### config.mk
export PLATFORM = sky130hd
export DESIGN_NAME = vga_layer_mixer
export DESIGN_NICKNAME = d
export VERILOG_FILES = /design/src/rtl/vga_mixer_pkg.sv /design/src/rtl/vga_layer_mixer_timer.sv /design/src/rtl/vga_layer_mixer.sv
export SDC_FILE = /design/constraint.sdc
export NUM_CORES = 1
export LEC_CHECK = 0
export BUFFER_PORTS_ARGS = -buffer_cell sky130_fd_sc_hd__buf_4
export CAP_MARGIN = 30
export CORE_AREA = 2 2 92 67
export DETAILED_ROUTE_END_ITERATION = 7
export DIE_AREA = 0 0 94 69
export PLACE_DENSITY = 0.77
export SLEW_MARGIN = 20
export SYNTH_ARGS = -nofsm -noshare
export SYNTH_HDL_FRONTEND = slang
export SYNTH_SLANG_ARGS = --single-unit
### constraint.sdc
create_clock -name clk -period 1.9 [get_ports clk]
set_input_delay 0.285 -clock clk [delete_from_list [all_inputs] [get_ports clk]]
set_output_delay 0.285 -clock clk [all_outputs]
set_load 0.02 [all_outputs]
### src/rtl/vga_mixer_pkg.sv
// Shared game-state encodings and colour helpers for the VGA layer mixer.
// Optional fade-in on entry to play is enabled with MIXER_FADE_EN.
package vga_mixer_pkg;

    typedef enum logic [1:0] {
        ST_IDLE = 2'b00,
        ST_PLAY = 2'b01,
        ST_WIN1 = 2'b10,
        ST_WIN2 = 2'b11
    } game_st_t;

    localparam int MAX_RGB_W = 48;

    // Per-channel logical right shift; bits never cross channel borders.
    function automatic logic [MAX_RGB_W-1:0] chan_shift(
        input logic [MAX_RGB_W-1:0] rgb,
        input int                   cw,
        input int                   lvl
    );
        logic [MAX_RGB_W-1:0] res;
        res = '0;
        for (int c = 0; c < 3; c++) begin
            for (int b = 0; b < MAX_RGB_W / 3; b++) begin
                if ((b < cw) && (b + lvl < cw)) begin
                    res[c*cw+b] = rgb[c*cw+b+lvl];
                end
            end
        end
        return res;
    endfunction

endpackage

### src/rtl/vga_layer_mixer_timer.sv
// Generic clk_1ms tick divider with synchronous clear.
// o_step pulses on the tick that wraps the counter.
module mixer_tick_timer #(
    parameter int DIV = 4
) (
    input  logic clk,
    input  logic reset,
    input  logic i_clr,
    input  logic i_tick,
    output logic o_step
);

    localparam int CNT_W = (DIV > 1) ? $clog2(DIV) : 1;

    logic [CNT_W-1:0] r_cnt;
    logic             w_last;

    assign w_last = (r_cnt == CNT_W'(DIV - 1));
    assign o_step = i_tick & w_last & ~i_clr;

    always_ff @(posedge clk or negedge reset) begin
        if (!reset) begin
            r_cnt <= '0;
        end else if (i_clr) begin
            r_cnt <= '0;
        end else if (i_tick) begin
            r_cnt <= w_last ? '0 : r_cnt + 1'b1;
        end
    end

endmodule

### src/rtl/vga_layer_mixer.sv
// Priority layer compositor with game-mode display and 2-cycle latency.
// Define MIXER_FADE_EN to fade the picture in when play starts.
module vga_layer_mixer
    import vga_mixer_pkg::*;
#(
    parameter int NUM_LAYERS = 4,
    parameter int COLOR_W    = 12,
    parameter int FLASH_MS   = 250,
    parameter int FADE_MS    = 64
) (
    input  logic                          clk,
    input  logic                          reset,
    input  logic                          video,
    input  logic                          clk_1ms,
    input  logic [NUM_LAYERS-1:0]         layer_on,
    input  logic [NUM_LAYERS*COLOR_W-1:0] layer_rgb,
    input  logic [COLOR_W-1:0]            bg_rgb,
    input  logic [1:0]                    stateGm,
    output logic [COLOR_W-1:0]            redgrnblu,
    output logic                          video_d
);

    game_st_t           w_st;
    logic               w_chg;
    logic               w_flash_clr;
    logic               w_flash_step;
    logic [COLOR_W-1:0] w_sel;
    logic [COLOR_W-1:0] w_play;
    logic [COLOR_W-1:0] w_s2;

    game_st_t           r_mode;
    logic               r_v1;
    logic [COLOR_W-1:0] r_sel;
    logic [COLOR_W-1:0] r_l0;
    logic [COLOR_W-1:0] r_l1;
    logic               r_phase;
    logic [COLOR_W-1:0] r_rgb;
    logic               r_vd;

    assign w_st = game_st_t'(stateGm);
    // r_mode holds last cycle's stateGm, so it doubles as the change reference.
    assign w_chg       = (w_st != r_mode);
    assign w_flash_clr = w_chg | ~stateGm[1];

    mixer_tick_timer #(
        .DIV    (FLASH_MS)
    ) u_flash (
        .clk    (clk),
        .reset  (reset),
        .i_clr  (w_flash_clr),
        .i_tick (clk_1ms),
        .o_step (w_flash_step)
    );

    always_ff @(posedge clk or negedge reset) begin
        if (!reset) begin
            r_phase <= 1'b1;
        end else if (w_flash_clr) begin
            r_phase <= 1'b1;
        end else if (w_flash_step) begin
            r_phase <= ~r_phase;
        end
    end

`ifdef MIXER_FADE_EN
    localparam int CW    = COLOR_W / 3;
    localparam int LVL_W = (CW > 1) ? $clog2(CW) : 1;

    logic             w_in_play;
    logic             w_fade_clr;
    logic             w_fade_step;
    logic [LVL_W-1:0] r_lvl;

    assign w_in_play  = (w_st == ST_PLAY);
    assign w_fade_clr = ~w_in_play | w_chg;

    mixer_tick_timer #(
        .DIV    (FADE_MS)
    ) u_fade (
        .clk    (clk),
        .reset  (reset),
        .i_clr  (w_fade_clr),
        .i_tick (clk_1ms),
        .o_step (w_fade_step)
    );

    always_ff @(posedge clk or negedge reset) begin
        if (!reset) begin
            r_lvl <= '0;
        end else if (!w_in_play) begin
            r_lvl <= '0;
        end else if (w_chg) begin
            r_lvl <= LVL_W'(CW - 1);
        end else if (w_fade_step && (r_lvl != '0)) begin
            r_lvl <= r_lvl - 1'b1;
        end
    end

    assign w_play = COLOR_W'(chan_shift(MAX_RGB_W'(r_sel), CW, int'(r_lvl)));
`else
    assign w_play = r_sel;
`endif

    // Lowest index wins, so scan from the top and let lower hits overwrite.
    always_comb begin
        w_sel = bg_rgb;
        for (int i = NUM_LAYERS - 1; i >= 0; i--) begin
            if (layer_on[i]) begin
                w_sel = layer_rgb[i*COLOR_W +: COLOR_W];
            end
        end
    end

    always_ff @(posedge clk or negedge reset) begin
        if (!reset) begin
            r_mode <= ST_IDLE;
            r_v1   <= 1'b0;
            r_sel  <= '0;
            r_l0   <= '0;
            r_l1   <= '0;
        end else begin
            r_mode <= w_st;
            r_v1   <= video;
            r_sel  <= w_sel;
            r_l0   <= layer_rgb[0 +: COLOR_W];
            r_l1   <= layer_rgb[COLOR_W +: COLOR_W];
        end
    end

    always_comb begin
        w_s2 = '0;
        unique case (r_mode)
            ST_IDLE: w_s2 = '0;
            ST_PLAY: w_s2 = w_play;
            ST_WIN1: w_s2 = r_phase ? r_l0 : '0;
            ST_WIN2: w_s2 = r_phase ? r_l1 : '0;
            default: w_s2 = '0;
        endcase
    end

    always_ff @(posedge clk or negedge reset) begin
        if (!reset) begin
            r_rgb <= '0;
            r_vd  <= 1'b0;
        end else begin
            r_rgb <= r_v1 ? w_s2 : '0;
            r_vd  <= r_v1;
        end
    end

    assign redgrnblu = r_rgb;
    assign video_d   = r_vd;

endmodule

==> results of run 1 <==
layout by cell type, fill, tap and decap left out, types with 2 or more instances in the layout:
master,instances
buf_4,84
dfrtp_1,60
a21oi_1,39
nor2b_1,23
nand2_1,19
o21ai_0,15
nand2b_1,14
mux2_2,12
o211ai_1,12
and3_1,12
clkbuf_8,12
inv_1,6
a311oi_1,4
and2b_1,3
nand3_1,3
o21ai_1,2
o22ai_1,2
a41oi_1,2
ha_1,2
clkbuf_1,2
through the flow:
stage	setup WS [ps]	util, %	hold WS (ps)	cell area [µm²]	total power [µW]
after floorplan	464	-	-10.6	2770	1580
after CTS	289	64.0	30.5	3590	2800
after global routing	178	64.0	28.6	3590	2910
final	277	64.0	4.71	3590	2770
after detailed placement	306	60.9	376	3420	1790
after global placement	343	60.9	371	3420	1780
registers in the layout, summed over array words and instances (netlist names):
| register | flops |
|---|---|
| r_l0 | 12 |
| r_l1 | 12 |
| r_sel | 12 |
| redgrnblu | 12 |
| u_flash.r_cnt | 8 |
| r_mode | 2 |
| r_phase | 1 |
| r_v1 | 1 |
| video_d | 1 |
synthesized netlist by cell type (2+ instances only):
cell type / number / area, µm²
clkbuf_1: 10 / 37.5
nor2b_1: 23 / 144
dfrtp_1: 60 / 1500
a21oi_1: 39 / 195
a41oi_1: 2 / 17.5
ha_1: 2 / 25.0
mux2_2: 12 / 135
a311oi_1: 4 / 35.0
and3_1: 12 / 75.1
inv_1: 6 / 22.5
nand3_1: 3 / 15.0
o21ai_0: 15 / 75.1
o21ai_1: 2 / 10.0
o211ai_1: 12 / 90.1
buf_2: 6 / 30.0
and2b_1: 3 / 22.5
o22ai_1: 2 / 12.5
nand2b_1: 14 / 87.6
nand2_1: 19 / 71.3
worst max-delay path: cells and delay by family (launching register included):
kind,cells,cell delay (ps)
flops,1,430
simple gates,2,670
compound gates,1,440
per-layer routing:
| layer | routed length (µm) | track usage, % | share of wire (%) |
|---|---|---|---|
| met5 | 0 | 0 | 0 |
| met4 | 59 | 5.80 | 0.97 |
| met3 | 516 | 8.63 | 8.5 |
| met2 | 2690 | 29.1 | 44 |
| met1 | 2830 | 30.0 | 46 |
worst paths after layout:
path | startpoint | to | slack (ps) | depth (start not counted)
max in group asynchronous | reset | u_flash.r_cnt[4] | 1410 | 1
min in group clk | video | r_v1 | 60 | 1
worst min register to register | r_v1 | video_d | 390 | 0
worst max-delay path | u_flash.r_cnt[3] | r_phase | 280 | 3
worst min-delay path | reset | r_l0[7] | 5 | 1
worst max register to register | u_flash.r_cnt[3] | r_phase | 280 | 3
area by class of cell:
| cell class | count | area, µm² |
|---|---|---|
| flip-flops and latches | 61 | 1530 |
| multi-input cells | 179 | 1140 |
| clock inverters | 1 | 5.00 |
| clock buffers | 14 | 173 |
| repair buffers | 84 | 631 |
| fillers | 446 | 2020 |
| inverters | 6 | 22.5 |
| well taps | 75 | 93.8 |
power groups by stage:
stage | clock network (µW) | registers [µW] | logic (µW)
2_1_floorplan | 0 | 1430 | 158
3_3_place_gp | 0 | 1410 | 364
3_5_place_dp | 0 | 1420 | 369
4_1_cts | 1040 | 1390 | 372
5_1_grt | 1110 | 1400 | 408
6_report | 1010 | 1390 | 368
logic make-up (layout without fill, tap and decap cells):
kind of cell	count (synthesis)	in the layout	synth area share (%)
mux	12	12	4.88
fa+ha+maj	2	2	0.903
flops	61	61	55.1
buf+inv	23	105	3.66
simple gates	82	82	17.6
xor+xnor	1	1	0.316
compound gates	82	82	17.5
==> key figures, run 1 <==
Run status
  – Outcome: finished, final reports clean

Setup path
  – Cells along the critical path: nand4_1, o31a_2, or3_1
  – Cell at the slowest stage of the critical path: o31a_2
  – Crit Path Class: flop to flop
  – Critical Path End Type: flop
  – Worst setup SP type: flop
  – CP Max Fanout: 11
  – CP arrival: roughly 1900 ps
  – Crit-path max cell delay: 440 ps
  – Worst EP required: 2160 ps

Global routing
  – GRT overflow: 0
  – GRT Overall Usage: approximately a fifth
  – Initial antenna violation count: 0
  – First-pass GRT wire length: 10200 µm
  – Vias in the first global route: approximately 2100
  – Largest net degree at the start of global routing: 62

Timing
  – Max Slew Vio Count: 0
  – RSZ-0062 raised after global routing: false
  – Period utilization: 85.4%
  – Fmax: 616 MHz
  – Final setup viols: 0
  – Final TNS setup: 0 ps
  – Min Tclk post-route: 1620 ps
  – Worst slew pin tran: 723 ps
  – Final Hold Viols: 0
  – Clock skew: 5.32 ps
  – Slew headroom: 51.8%

Floorplanning
  – Starting density of the core: 49.4%
  – Io pins: just over 80
  – CORE AREA: 5610 µm²
  – Std cell rows: 23
  – Height of the die: 69 µm
  – Die width: 94 µm
  – Die area: between 6000 and 7000 µm²

Clocking
  – CTS Buf Count: 9
  – Cts repair resizes: 0
  – Setup bufs post-CTS: 0
  – Root Driver: clkbuf_8
  – Max clock buf depth: 2
  – Worst-Skew Late Latency: 330 ps
  – TritonCTS clock tree: yes
  – CTS Sinks: 61
  – Clock-pin slew on the worst setup and hold paths: 60 ps
  – Hold buffers post-CTS: 0
  – Htree depth: 3

Yosys
  – Yosys warning total: 0
  – Syn_nets: 335
  – Sequential area share after synthesis: 55.1%
  – Cell Area, Synth: 2770 µm²
  – EDFF count, synth: 0
  – Syn avg cell area: between 10 and 15 µm²
  – Gate Count Post-Synth: 263
  – Flops & latches, synth: 61
  – Async set-or-reset flop fraction in the synthesized netlist: 100%
  – Ys flop type: dfrtp_1
  – Netlist cell types: 36

Power and ir drop
  – Sw Ratio: 23.1%
  – Internal Pwr Total: 2130 µW
  – Static Leak: 0.00164 µW
  – Clk network pwr share: 36.5%
  – Worst vdd ir: 0.000265 V
  – Comb power frac: between 10% and 20%
  – Power Density: between 700 and 800 nW/µm²
  – Switching power: 639 µW
  – Share of total power in sequential cells: approximately 50%

Route
  – Wire length per cell: between 10 and 15 µm
  – Vias: 2181
  – TritonRoute pass-1 iters: 5
  – Vias per inst: 5.19
  – Residual DRC count: 0
  – Final wirelength: around 6100 µm
  – Post-route ant nets: 0
  – DRT iter0 DRCs: 130

Layout
  – Area delta synth->final: 29.7%
  – Fin cells: 420
  – Diodes inserted: 0
  – Share of cells above drive strength 1: roughly a third
  – Nets@finish: 413

Flow run
  – Max_cap viols: 0

Placed design
  – GP Congestion: ~0.87
  – I/O Buffers: 82
  – Dpl hpwl: 4390 µm
  – Placed insts: 405

Min path
  – Worst hold path class: primary input to async pin
(Power assumes the default switching activity.)
==> run 2, diff against run 1 <==
Settings changed: ABC_AREA from default to 1, CORE_AREA 2 2 92 67 to 2 2 92 68, DIE_AREA 0 0 94 69 to 0 0 94 70.
==> key figures, run 2 <==
Global routing
  – Vias in the first global route: 2216
  – Initial antenna violation count: 0
  – GRT Overall Usage: 21.2%
  – GRT overflow: 0
  – Largest net degree at the start of global routing: 62
  – First-pass GRT wire length: 10600 µm

Yosys
  – Area contributors post-synth: dfrtp_1 54%, nand3_1 12%, nand2_1 9.4%
  – Top-count cell post-synth: nand2_1
  – Netlist cell types: 24
  – Yosys top cell area share: a little over half
  – Sequential area share after synthesis: 54.5%
  – Ys flop type: dfrtp_1
  – Async set-or-reset flop fraction in the synthesized netlist: 100%
  – Largest area contributor in the netlist: dfrtp_1
  – Flops & latches, synth: 61
  – Cell Area, Synth: ~2800 µm²
  – Syn avg cell area: about 8.7 µm²
  – Syn_nets: between 300 and 400
  – EDFF count, synth: 0
  – Top cells by count, synth: 70 x nand2_1, 69 x nand3_1, 60 x dfrtp_1, 30 x inv_1, 24 x a21oi_1
  – Yosys warning total: 0
  – Gate Count Post-Synth: approximately 320

Setup path
  – CP arrival: 1790 ps
  – Crit-path max cell delay: 670 ps
  – Crit Path Class: flop to flop
  – Reg2Reg Depth: 6
  – CP Max Fanout: 16
  – Worst EP required: approximately 2200 ps
  – WP depth: 6
  – Bufs and invs on worst path: 2
  – CP top delay family: flip-flops
  – Worst setup SP type: flop
  – Critical Path End Type: flop
  – Cells along the critical path: nand2_1, inv_1, nand3_1, nand3_1, nand2_1, inv_1
  – Worst Setup SP: r_mode[0]
  – R2R Path Start: r_mode[0]
  – Cell at the slowest stage of the critical path: dfrtp_1

Route
  – Wire length on met2: 2800 µm
  – DRT iter0 DRCs: 173
  – Top Metal Used: met4
  – TritonRoute pass-1 iters: 4
  – Met1 WL: approximately 3000 µm
  – Residual DRC count: 0
  – Wire length per cell: between 10 and 15 µm
  – Vias: 2381
  – Final wirelength: around 6400 µm
  – Post-route ant nets: 0
  – Met3 WL: between 500 and 600 µm
  – Vias per inst: 4.95

Timing
  – Worst slew pin tran: ~700 ps
  – Min Tclk post-route: 1510 ps
  – RSZ-0062 raised after global routing: false
  – Clock skew: between 8 and 9 ps
  – Final setup viols: 0
  – Final setup margin: 389 ps
  – Fmax: 662 MHz
  – Final Hold Viols: 0
  – Slew headroom: 52.5%
  – Max Slew Vio Count: 0
  – Final TNS setup: 0 ps
  – Period utilization: ~80%

Run status
  – Outcome: finished, final reports clean

Floorplanning
  – Height of the die: 70 µm
  – Die width: 94 µm
  – CORE AREA: 5860 µm²
  – Std cell rows: 24
  – Die area: ~6600 µm²
  – Io pins: 83
  – Starting density of the core: 47.8%

Placed design
  – Dpl hpwl: 4930 µm
  – Placed inst area: 3420 µm²
  – GP Congestion: 0.854
  – I/O Buffers: 82
  – Pre-CTS setup slack: 398 ps

Clocking
  – TritonCTS clock tree: yes
  – Hold buffers post-CTS: 0
  – Setup bufs post-CTS: 0
  – Htree depth: 3
  – CTS Buf Count: 9
  – CTS Sinks: 61
  – Root Driver: clkbuf_8
  – Clock-pin slew on the worst setup and hold paths: 60 ps
  – Cts repair resizes: 0
  – Worst-Skew Late Latency: 340 ps
  – Max clock buf depth: 2

Layout
  – Design area: 3610 µm²
  – Share of cells above drive strength 1: 27.3%
  – Commonest cells after routing, fill and taps aside: 82 x buf_4, 70 x nand2_1, 69 x nand3_1
  – Area delta synth->final: 29.0%
  – Nets@finish: between 400 and 500
  – Diodes inserted: 0
  – Fillcell total: around 530
  – Most common cell after layout, fill and taps aside: buf_4

Power and ir drop
  – Power Density: 803 nW/µm²
  – Static Leak: 0.00187 µW
  – Worst vdd ir: 0.000363 V

Flow run
  – Max_cap viols: 0

Min path
  – Worst hold path class: primary input to async pin
run 2: cell types whose count changed in the layout (fill, tap and decap cells not counted), moves of 14 or more:
cell / delta
a21oi_1: -15
inv_1: +24
nand2_1: +51
nand2b_1: -14
nand3_1: +66
nor2_1: +16
nor2b_1: -23
o21ai_0: -15
run 2: worst register-to-register path: stages, from the launching register on:
cell	delay, ps
dfrtp_1	670
nand2_1	120
inv_1	290
nand3_1	130
nand3_1	120
nand2_1	60
inv_1	60
run 2: kinds of logic after synthesis:
logic type	after synthesis	share of synthesized area (%)
AOI/OAI and AO/OA	40	8.31
xor gates and xnor gates	1	0.313
adders and majority gates	2	0.893
buffers and inverters	50	7.59
DFF	61	54.5
and+or+nand+nor	169	28.4
run 2: power breakdown:
part | internal (µW) | switching, µW | leakage [µW]
sequential | 1370 | 49.4 | 0.000745
combinational | 180 | 205 | 0.00102
clock | 632 | 459 | 0.000103
run 2: final cells by class:
class	count	area, µm²	area share, %
Clock buffer	11	141	3.91
Tap cell	78	97.6	2.70
Sequential cell	61	1530	42.3
Inverter	32	120	3.32
Timing Repair Buffer	82	616	17.0
Multi-Input combinational cell	212	1060	29.4
Clock inverter	5	50.0	1.39
run 2: through the flow:
stage | hold slack, ps | instances | power (µW) | utilization (%)
6_report | 10.1 | 481 | 2900 | 61.7
5_1_grt | 37.2 | 481 | 3050 | 61.7
4_1_cts | 24.5 | 481 | 2930 | 61.7
3_5_place_dp | 394 | 465 | 1830 | 58.4
3_3_place_gp | 391 | 465 | 1820 | 58.4
2_1_floorplan | -10.6 | 323 | 1620 | -
run 2: final timing paths:
path | to | slack, ps
setup / recovery | redgrnblu[6] | 390
hold / removal | redgrnblu[7] | 10
setup reg to reg | redgrnblu[6] | 390
hold reg to reg | u_flash.r_cnt[7] | 510
max in group asynchronous | u_flash.r_cnt[6] | 1430
min in group clk | r_l1[6] | 60
run 2: layer usage:
metal,vias up,global-route usage [%]
met5,-,0
li1,1214,-
met4,0,5.80
met2,92,29.0
met3,8,8.41
met1,1067,31.3
==> run 3, diff against run 2 <==
Settings changed: ABC_AREA 1 to 0, CORE_AREA 2 2 92 68 to 2 2 96 70, DIE_AREA 0 0 94 70 to 0 0 98 72, PLACE_DENSITY 0.77 to 0.74.
Clock period 1.9 ns to 1.34 ns, I/O delays scaled along.
==> key figures, run 3 (synthesis gave the netlist of run 1 again) <==
Setup path
  – Worst setup SP type: flop
  – Worst Setup SP: u_flash.r_cnt[6]
  – Worst R2R Setup Slack: -9 ps
  – CP Max Fanout: 4
  – Worst EP required: about 1600 ps
  – Critical Path End: r_phase
  – Reg2Reg Depth: 3
  – Critical R2R Capture: r_phase
  – Critical Path End Type: flop
  – Crit Path Class: flop to flop
  – CP arrival: 1620 ps
  – R2R Path Start: u_flash.r_cnt[6]

Floorplanning
  – Die width: 98 µm
  – Die area: between 7000 and 8000 µm²
  – Std cell rows: 24
  – Starting density of the core: 45.4%
  – Height of the die: ~70 µm
  – CORE AREA: around 6000 µm²
  – Io pins: 83

Timing
  – Worst slew pin tran: 425 ps
  – Final setup viols: 1
  – Slew headroom: 71.7%
  – Final setup margin: -9.45 ps
  – Period utilization: 101%
  – Final Hold Viols: 0
  – Min Tclk post-route: 1350 ps
  – Clock skew: just under 10 ps
  – RSZ-0062 raised after global routing: true
  – Fmax: roughly 740 MHz
  – Max Slew Vio Count: 0

Power and ir drop
  – Tot Pwr: 4630 µW
  – Sw Ratio: 23.3%
  – Switching power: 1080 µW
  – Comb power frac: 14.4%
  – Power Density: 1090 nW/µm²
  – Internal Pwr Total: 3550 µW
  – Clk network pwr share: 43.1%
  – Share of total power in sequential cells: a little over two fifths
  – Worst vdd ir: about 0.00055 V
  – Static Leak: between 0.0015 and 0.002 µW

Run status
  – Failing checks: setup timing
  – Outcome: finished, violations left

Global routing
  – GRT Overall Usage: 22.7%
  – First-pass GRT wire length: 12500 µm
  – Largest net degree at the start of global routing: 32
  – GRT overflow: 0
  – Vias in the first global route: 2532
  – Initial antenna violation count: 0

Placed design
  – Dpl hpwl: 5070 µm
  – GP Congestion: 0.893
  – I/O Buffers: 82

Layout
  – Fillcell total: 444
  – Share of cells above drive strength 1: 38.5%
  – Sequential Area: 1530 µm²
  – Area of the multi-input gates: about 1200 µm²
  – Most common cell after layout, fill and taps aside: buf_4
  – Diodes inserted: 0
  – Commonest cells after routing, fill and taps aside: 106 x buf_4, 60 x dfrtp_1, 36 x a21oi_1
  – Final Util: 69.4%
  – Area delta synth->final: 52.8%
  – Nets@finish: 467

Clocking
  – CTS Buf Count: 9
  – TritonCTS clock tree: yes
  – Root Driver: clkbuf_8
  – Worst-Skew Late Latency: about 340 ps
  – Clock-pin slew on the worst setup and hold paths: ~70 ps
  – Max clock buf depth: 2
  – CTS Sinks: 61
  – Htree depth: 3

Route
  – Final wirelength: about 7400 µm
  – Residual DRC count: 0
  – Wire length per cell: 15.4 µm
  – DRT iter0 DRCs: 150
  – TritonRoute pass-1 iters: 4
  – Vias per inst: between 5 and 6
  – Post-route ant nets: 0
  – Vias: 2494

Min path
  – Worst hold path class: primary input to flop
  – Worst hold path cell count: 3

Flow run
  – Max_cap viols: 0
[run 3: cell types whose count changed in the layout (fill, tap and decap cells not counted), sizes merged, moves of 4 or more]
cell / change
nand3: -66
nand2: -56
buf: +28
dlygate4sd3: +28
inv: -26
nor2b: +23
nor2: -20
a21oi: +15
nand2b: +14
o21ai: +14
and3: +12
mux2: +12
a311oi: +4
[run 3: area by class of cell]
class | instances | share of cell area, %
well taps | 78 | 2.31
clock inverters | 7 | 2.93
repair buffers | 138 | 26.9
flip-flops and latches | 61 | 36.1
inverters | 6 | 0.532
clock buffers | 9 | 2.93
multi-input cells | 179 | 28.3
[run 3: critical path, stage by stage (launching register included)]
cell and delay, ps:
dfrtp_1 390, nand4_1 210, o31a_2 380, or3_1 310
[run 3: per-layer routing]
metal | vias to the layer above | track usage [%] | wire length (µm)
met1 | 1183 | 30.4 | 3240
met4 | 0 | 5.86 | 72
met5 | - | 0 | 0
li1 | 1195 | - | -
met2 | 108 | 36.5 | 3460
met3 | 8 | 6.84 | 594
[run 3: how the worst min path moves through the flow]
stage	end	startpoint	slack, ps
floorplan	r_l0[0]	reset	-90
global route	u_flash.r_cnt[5]	clk_1ms	250
detailed placement	r_l0[6]	reset	170
CTS	u_flash.r_cnt[5]	clk_1ms	220
global placement	r_l0[6]	reset	160
finish	u_flash.r_cnt[3]	clk_1ms	260
[run 3: through the flow]
| stage | worst slack, ps | hold slack [ps] | area, µm² | TNS [ps] | instances |
|---|---|---|---|---|---|
| global placement | -10.2 | 162 | 3630 | -10.2 | 432 |
| detailed placement | -52.7 | 166 | 3630 | -65.3 | 432 |
| CTS | -9.13 | 223 | 4170 | -13.8 | 476 |
| global route | -59.1 | 253 | 4230 | -140 | 478 |
| finish | -9.45 | 255 | 4230 | -9.45 | 478 |
| floorplan | -88.9 | -94.6 | 2770 | -88.9 | 263 |
[run 3: power by group through the flow]
stage | sequential [µW] | combinational, µW | clock (µW)
2_1_floorplan | 2020 | 224 | 0
5_1_grt | 1980 | 732 | 2110
3_3_place_gp | 2000 | 568 | 0
3_5_place_dp | 2000 | 580 | 0
6_report | 1970 | 665 | 2000
4_1_cts | 1970 | 650 | 2010
[run 3: timing repair]
| action | CTS | global route |
|---|---|---|
| hold endpoints to repair | 55 | 0 |
| gates cloned | 0 | 0 |
| hold buffers | 28 | 0 |
| setup endpoints to repair | 1 | 19 |
| buffers inserted | 0 | 2 |
| pin swaps | 0 | 6 |
| gates resized for setup | 2 | 16 |
